===== src/rtl/i2s_rcvr.sv =====
// I2S receiver: synchronizes bck/lrck/data into the clk domain and assembles MSB-first
// serial words into DATA_WIDTH-bit parallel samples, one data_out load per channel slot.
module i2s_rcvr #(
    parameter int unsigned DATA_WIDTH  = 24,
    parameter int unsigned SYNC_STAGES = 2
) (
    input  logic                  clk,
    input  logic                  reset_n,
    input  logic                  bck,
    input  logic                  lrck,
    input  logic                  data,
    output logic [DATA_WIDTH-1:0] data_out
);

    localparam int unsigned CntW = $clog2(DATA_WIDTH + 1);
    localparam logic [CntW-1:0] FullCnt = CntW'(DATA_WIDTH);
    localparam logic [CntW-1:0] LastCnt = CntW'(DATA_WIDTH - 1);

    typedef enum logic [1:0] {StIdle, StShift, StDone} state_e;

    logic [SYNC_STAGES-1:0] bck_sync_q, lrck_sync_q, data_sync_q;
    logic                   bck_prev_q, lrck_prev_q;
    logic                   bck_s, lrck_s, data_s;
    logic                   bck_rise, slot_start, shift_en, load;
    logic [DATA_WIDTH-1:0]  shift_q, data_out_q;
    logic [CntW-1:0]        bit_cnt_q;
    state_e                 state_q, state_d;

    assign bck_s  = bck_sync_q[SYNC_STAGES-1];
    assign lrck_s = lrck_sync_q[SYNC_STAGES-1];
    assign data_s = data_sync_q[SYNC_STAGES-1];

    assign bck_rise   = bck_s & ~bck_prev_q;
    assign slot_start = bck_rise & (lrck_s != lrck_prev_q);
    // The bit sampled on the slot-start edge is the previous word's trailing bit; never shifted.
    assign shift_en   = bck_rise & ~slot_start & (state_q == StShift) & (bit_cnt_q < FullCnt);

    always_ff @(posedge clk or negedge reset_n) begin
        if (!reset_n) begin
            bck_sync_q  <= '0;
            lrck_sync_q <= '0;
            data_sync_q <= '0;
            bck_prev_q  <= 1'b0;
        end else begin
            bck_sync_q  <= {bck_sync_q[SYNC_STAGES-2:0], bck};
            lrck_sync_q <= {lrck_sync_q[SYNC_STAGES-2:0], lrck};
            data_sync_q <= {data_sync_q[SYNC_STAGES-2:0], data};
            bck_prev_q  <= bck_s;
        end
    end

    always_ff @(posedge clk or negedge reset_n) begin
        if (!reset_n) begin
            lrck_prev_q <= 1'b0;
            bit_cnt_q   <= '0;
            shift_q     <= '0;
            data_out_q  <= '0;
        end else begin
            if (bck_rise) begin
                lrck_prev_q <= lrck_s;
            end
            if (slot_start) begin
                bit_cnt_q <= '0;
                shift_q   <= '0;
            end else if (shift_en) begin
                bit_cnt_q <= bit_cnt_q + CntW'(1);
                shift_q   <= {shift_q[DATA_WIDTH-2:0], data_s};
            end
            if (load) begin
                data_out_q <= shift_q;
            end
        end
    end

    always_ff @(posedge clk or negedge reset_n) begin
        if (!reset_n) begin
            state_q <= StIdle;
        end else begin
            state_q <= state_d;
        end
    end

    // Idle doubles as the post-load wait: trailing bits of a long slot are ignored there.
    always_comb begin
        state_d = state_q;
        if (slot_start) begin
            state_d = StShift;
        end else begin
            unique case (state_q)
                StShift: if (shift_en && bit_cnt_q == LastCnt) state_d = StDone;
                StDone:  state_d = StIdle;
                default: ;
            endcase
        end
    end

    always_comb begin
        load = (state_q == StDone);
    end

    assign data_out = data_out_q;

endmodule


===== config.mk =====
export PLATFORM = sky130hd
export DESIGN_NAME = i2s_rcvr
export DESIGN_NICKNAME = d
export VERILOG_FILES = /design/src/rtl/i2s_rcvr.sv
export SDC_FILE = /design/constraint.sdc
export NUM_CORES = 1
export LEC_CHECK = 0
export ABC_CLOCK_PERIOD_IN_PS = 2900
export CAP_MARGIN = 0
export CORE_AREA = 2 2 77 79
export DETAILED_ROUTE_END_ITERATION = 8
export DIE_AREA = 0 0 79 81
export HOLD_SLACK_MARGIN = 0.1
export PLACE_DENSITY = 0.65
export SLEW_MARGIN = 20
export SYNTH_ARGS = -nofsm -noshare
export SYNTH_HDL_FRONTEND = slang
export SYNTH_SLANG_ARGS = --single-unit

===== constraint.sdc =====
create_clock -name clk -period 2.9 [get_ports clk]
set_input_delay 0.29 -clock clk [delete_from_list [all_inputs] [get_ports clk]]
set_output_delay 0.29 -clock clk [all_outputs]
set_load 0.05 [all_outputs]

* Yosys cells after proc, flatten, opt, wreduce, memory -nomap -nowiden
Index checks and enable logic that the tools add are counted.
Storage, ports and cells: flip-flop bits (word level) 63, latch bits 0, bits in writable memories 0, bits in read-only memories 0, memories kept 0
Cells by class: add/sub/neg operators 1, multipliers 0, div/mod/pow operators 0, $lt $le $gt $ge 1, equality and inequality tests 5, shifts and indexed selects 0, multiplexer cells 7, bitwise operators 7, reductions and logical operators 4
Operator list (count):
- $mux W24 | 2
- $mux W5 | 2
- $add A5 B1 Y5 const B | 1
- $and A1 B1 Y1 | 5
- $eq A5 B5 Y1 const B | 1
- $lt A5 B5 Y1 const B | 1
- $mux W2 | 2
- $pmux W2 S2 | 1
- $ne A3 B2 Y1 const B | 1
- $reduce_bool A3 Y1 | 1
- $eq A2 B1 Y1 const B | 1
- $eq A2 B2 Y1 const B | 1
- $not A1 Y1 | 2
- $reduce_and A2 Y1 | 1
- $reduce_bool A2 Y1 | 1
- $logic_and A1 B1 Y1 | 1
- $ne A1 B1 Y1 | 1

* Longest topological paths before layout
depth in word-level cells 11, mapped depth 6, mapped depth without buffers 4

* Least setup slack after synthesis
No wires, ideal clock.
path kind flip-flop to flip-flop, start reg lrck_prev_q, end reg state_q[0], setup time 0.119 ns, data arrival time 1.231 ns, required time 2.781 ns, path slack 1.549 ns, stages on the path, launching flop included 6, path buffers 1, period minus slack after synthesis 1.351 ns, cell sequence dfrtp_1 -> xnor2_2 -> and4_2 -> buf_2 -> nand4_1 -> a21bo_2
On the way: word-level cells in the longest chain between the ends 9, elaborated cells on any way between the ends 11, classes of those cells eq/ne: 2; mux: 1; bitwise: 5; reduce/logical: 3
RTL lines:
- from (decl) | line 22 | logic bck_prev_q, lrck_prev_q;
- from (signal assigned) | line 60 | lrck_prev_q <= lrck_s;
- $ne A1 B1 Y1 (*) | line 34 | assign slot_start = bck_rise & (lrck_s != lrck_prev_q);
- $and A1 B1 Y1 (*) | line 34
- $not A1 Y1 | line 36 | assign shift_en = bck_rise & ~slot_start & (state_q == StShift) & (bit_cnt_q < FullCnt);
- $and A1 B1 Y1 (3 in series) | line 36
- $logic_and A1 B1 Y1 | line 90 | StShift: if (shift_en && bit_cnt_q == LastCnt) state_d = StDone;
- $ne A3 B2 Y1 (no line)
- $reduce_and A2 Y1 (no line)
- to (signal assigned) | line 77 | state_q <= StIdle;
- to (signal assigned) | line 79 | state_q <= state_d;
- to (decl) | line 27 | state_e state_q, state_d;
Every way passes the cells marked *; elsewhere a longest branch is shown, timed or not. A chain may end at the register's enable or synchronous reset.

* Worst setup path after layout
start reg data_out_q[12] (netlist: data_out[12]), end out data_out[12]
RTL lines:
- from (decl) | line 25 | logic [DATA_WIDTH-1:0] shift_q, data_out_q;
- from (signal assigned) | line 70 | data_out_q <= shift_q;
- to (decl) | line 12 | output logic [DATA_WIDTH-1:0] data_out
No word-level cell between the ends.

==> results by group <==
Yosys
  • Mapped Area: 0.00243 mm2
  • Flop and latch count out of synthesis: 63
  • Syn nets: 209
  • Cells after Synth: 203
  • Synth unique cells: 23
  • Sequential share of the synthesized area: 64.8%
  • Mapped Avg Cell Area: 12.0 um2
  • Synthesis Warnings: 0

Cells and area
  • End-of-flow core utilization: 52.6%
  • # fillers: 529
  • Share of layout cells above drive strength 1: 22.0%
  • Area delta synth->final: 22.8%
  • Ant. Diodes: 0
  • Final cell count without fillers: 316
  • Fin nets: 242
  • Storage element area: 0.00158 mm2
  • Multi-input gate area: 790 um2
  • Most common cell after layout, fill and taps aside: dfrtp_1
  • Most frequent cells in the layout: dfrtp_1 (63), nand2_1 (55), clkdlybuf4s50_1 (27), mux2_2 (25), o21ai_0 (19)
  • Layout Cell Area excl Fill: 0.00299 mm2

Run status
  • Status: completed

STA
  • Slew margin rel.: 62.5%
  • Min Tclk post-route: 1.80 ns
  • Fin Clk Skew: 0.00706 ns
  • Final-report hold violation count: 0
  • Setup violators final: 0
  • RSZ-0062 raised after global routing: false
  • Max-slew violations: 0
  • Final setup TNS: 0 ns
  • Max frequency: 555 MHz
  • Worst Tran Pin Value: 0.562 ns
  • Tcrit/Tclk final: 62.2%

CTS
  • CTS root buf: clkbuf_8
  • H-tree lvl count: 3
  • Maximum buffer depth of the clock tree: 2
  • Num CTS Buffers: 9
  • CTS tree: done
  • Clock Latency Late Sink: 0.34 ns
  • Clock sinks: 63
  • Clock Pin Slew Worst Setup and Hold Paths: 0.07 ns
  • Resized cells post-CTS: 0

Die
  • Starting density of the core: 42.9%
  • Die Y: 81 um
  • Die Wd: 79 um
  • Die area: 0.00640 mm2
  • Io pins: 29
  • Core box area: 0.00568 mm2
  • Placement row count: 28

Run
  • MaxCap Viol Count: 0

Critical path
  • Delay-heaviest family, CP: buffers and inverters
  • Worst Setup End Kind: output port
  • R2R depth: 5
  • CP required: 2.61 ns
  • Worst EP arrival: 1.51 ns
  • CP max FO: 2
  • Crit-path slowest cell: clkdlybuf4s50_1
  • Worst R2R Start: lrck_prev_q
  • Worst r2r dst: bit_cnt_q[2]
  • Worst reg-to-reg setup slack: 1.10 ns
  • Kind of critical path: reg2out
  • Crit path launch type: flip-flop
  • Crit path largest cell delay: 0.81 ns
  • Crit path cell chain: clkdlybuf4s50_1
  • Worst path buffer plus inverter count: 1

Power and ir drop
  • IR drop worst, VDD: 348 uV
  • Lkg Pwr: 0.00138 uW
  • Design Power: 1790 uW
  • P per Cell Area: 599 mW/mm2

Global route
  • Largest net degree at the start of global routing: 34
  • First-pass GRT wire length: 7090 um
  • Total track usage: 15.1%
  • Vias in the first global route: 1,522
  • GRT Residual Overflow: 0
  • Antenna violations before repair: 0

Min path
  • Hold Path Class: reg2reg
  • WHS Endpoint: data_sync_q[1]
  • Hold Crit Depth: 0
  • Hold Startpoint: data_sync_q[0]

Placement
  • Dpl cells: 299
  • DP HPWL: 2550 um
  • IO buf count: 28
  • Placed Area: 0.00278 mm2
  • GPL Wtd Cong: 0.717

Detailed routing
  • Drt drc: 0
  • Vias per Instance: 4.78
  • WL final: 4110 um
  • Post-route antenna net violation count: 0
  • Vias: 1,509
  • WL/cell: 13.0 um
  • Drt initial violations: 97
  • 1st-pass router iterations: 5
## report_power, final
group	switching (uW)	internal [uW]	leakage (uW)
sequential	27.9	912	0.000853
clock	350	397	0.0000992
combinational	66.4	34.8	0.000432
## state kept, by name, indices dropped and copies added (netlist names)
signal       flops
bck_prev_q       1
bck_sync_q       2
bit_cnt_q        5
data_out        24
data_sync_q      2
lrck_prev_q      1
lrck_sync_q      2
shift_q         24
state_q          2
## metrics by stage
stage,hold WS (ns),setup WS [ns]
2_1_floorplan,-0.00559,1.55
3_3_place_gp,0.263,1.19
3_5_place_dp,0.272,1.14
4_1_cts,0.355,1.08
5_1_grt,0.359,0.929
6_report,0.353,1.10
## how the worst max path moves through the flow
| stage | from | endpoint | slack [ns] | cells after the start |
|---|---|---|---|---|
| CTS | data_out[12] | data_out[12] | 1.08 | 1 |
| floorplan | lrck_prev_q | state_q[0] | 1.55 | 5 |
| global placement | state_q[0] | data_out[1] | 1.19 | 3 |
| detailed placement | lrck_prev_q | bit_cnt_q[2] | 1.14 | 5 |
| finish | data_out[12] | data_out[12] | 1.10 | 1 |
| global route | lrck_prev_q | bit_cnt_q[2] | 0.93 | 5 |
## logic make-up after synthesis
kind of cell / count (synthesis) / synth area share, %
xor gates and xnor gates: 1 / 0.669
AOI/OAI and AO/OA: 31 / 6.79
buffers and inverters: 14 / 2.78
and+or+nand+nor: 68 / 12.9
adders and majority gates: 1 / 0.514
DFF: 63 / 64.8
muxes: 25 / 11.6
## timing repair
item                                   4_1_cts  5_1_grt
setup buffers                                0        0
endpoints found under the hold margin       18        0
hold buffers                                 1        0
## synthesized netlist by cell type
| library cell | n | area, um2 |
|---|---|---|
| a21bo_2 | 1 | 10.0 |
| a21oi_1 | 1 | 5.00 |
| and2b_1 | 1 | 7.51 |
| and3b_2 | 1 | 10.0 |
| and4_2 | 1 | 10.0 |
| buf_2 | 12 | 60.1 |
| dfrtp_1 | 63 | 1580 |
| ha_1 | 1 | 12.5 |
| inv_1 | 2 | 7.51 |
| mux2_2 | 25 | 282 |
| nand2_1 | 55 | 206 |
| nand2b_1 | 1 | 6.26 |
| nand3_1 | 3 | 15.0 |
| nand4_1 | 1 | 6.26 |
| nand4_2 | 1 | 12.5 |
| nand4b_1 | 1 | 8.76 |
| nor2b_4 | 1 | 13.8 |
| o211ai_1 | 2 | 15.0 |
| o21ai_0 | 19 | 95.1 |
| o21ai_1 | 8 | 40.0 |
| or2b_1 | 1 | 7.51 |
| or4b_1 | 1 | 10.0 |
| xnor2_2 | 1 | 16.3 |
## area by class of cell
type / count / area share [%]
clock inverter: 7 / 2.47
sequential: 63 / 52.8
multi-input combinational: 126 / 26.4
clock buffer: 9 / 4.15
tap: 75 / 3.14
timing repair buffer: 34 / 10.8
inverter: 2 / 0.251
## metal layers
layer / GRT usage [%] / wire length (um) / vias up
met5: 0 / 0 / -
met4: 7.24 / 44 / 0
met3: 6.89 / 229 / 5
met2: 22.0 / 1800 / 36
met1: 19.3 / 2030 / 724
li1: - / - / 744
Note: power is estimated with default switching activity, not from simulation.
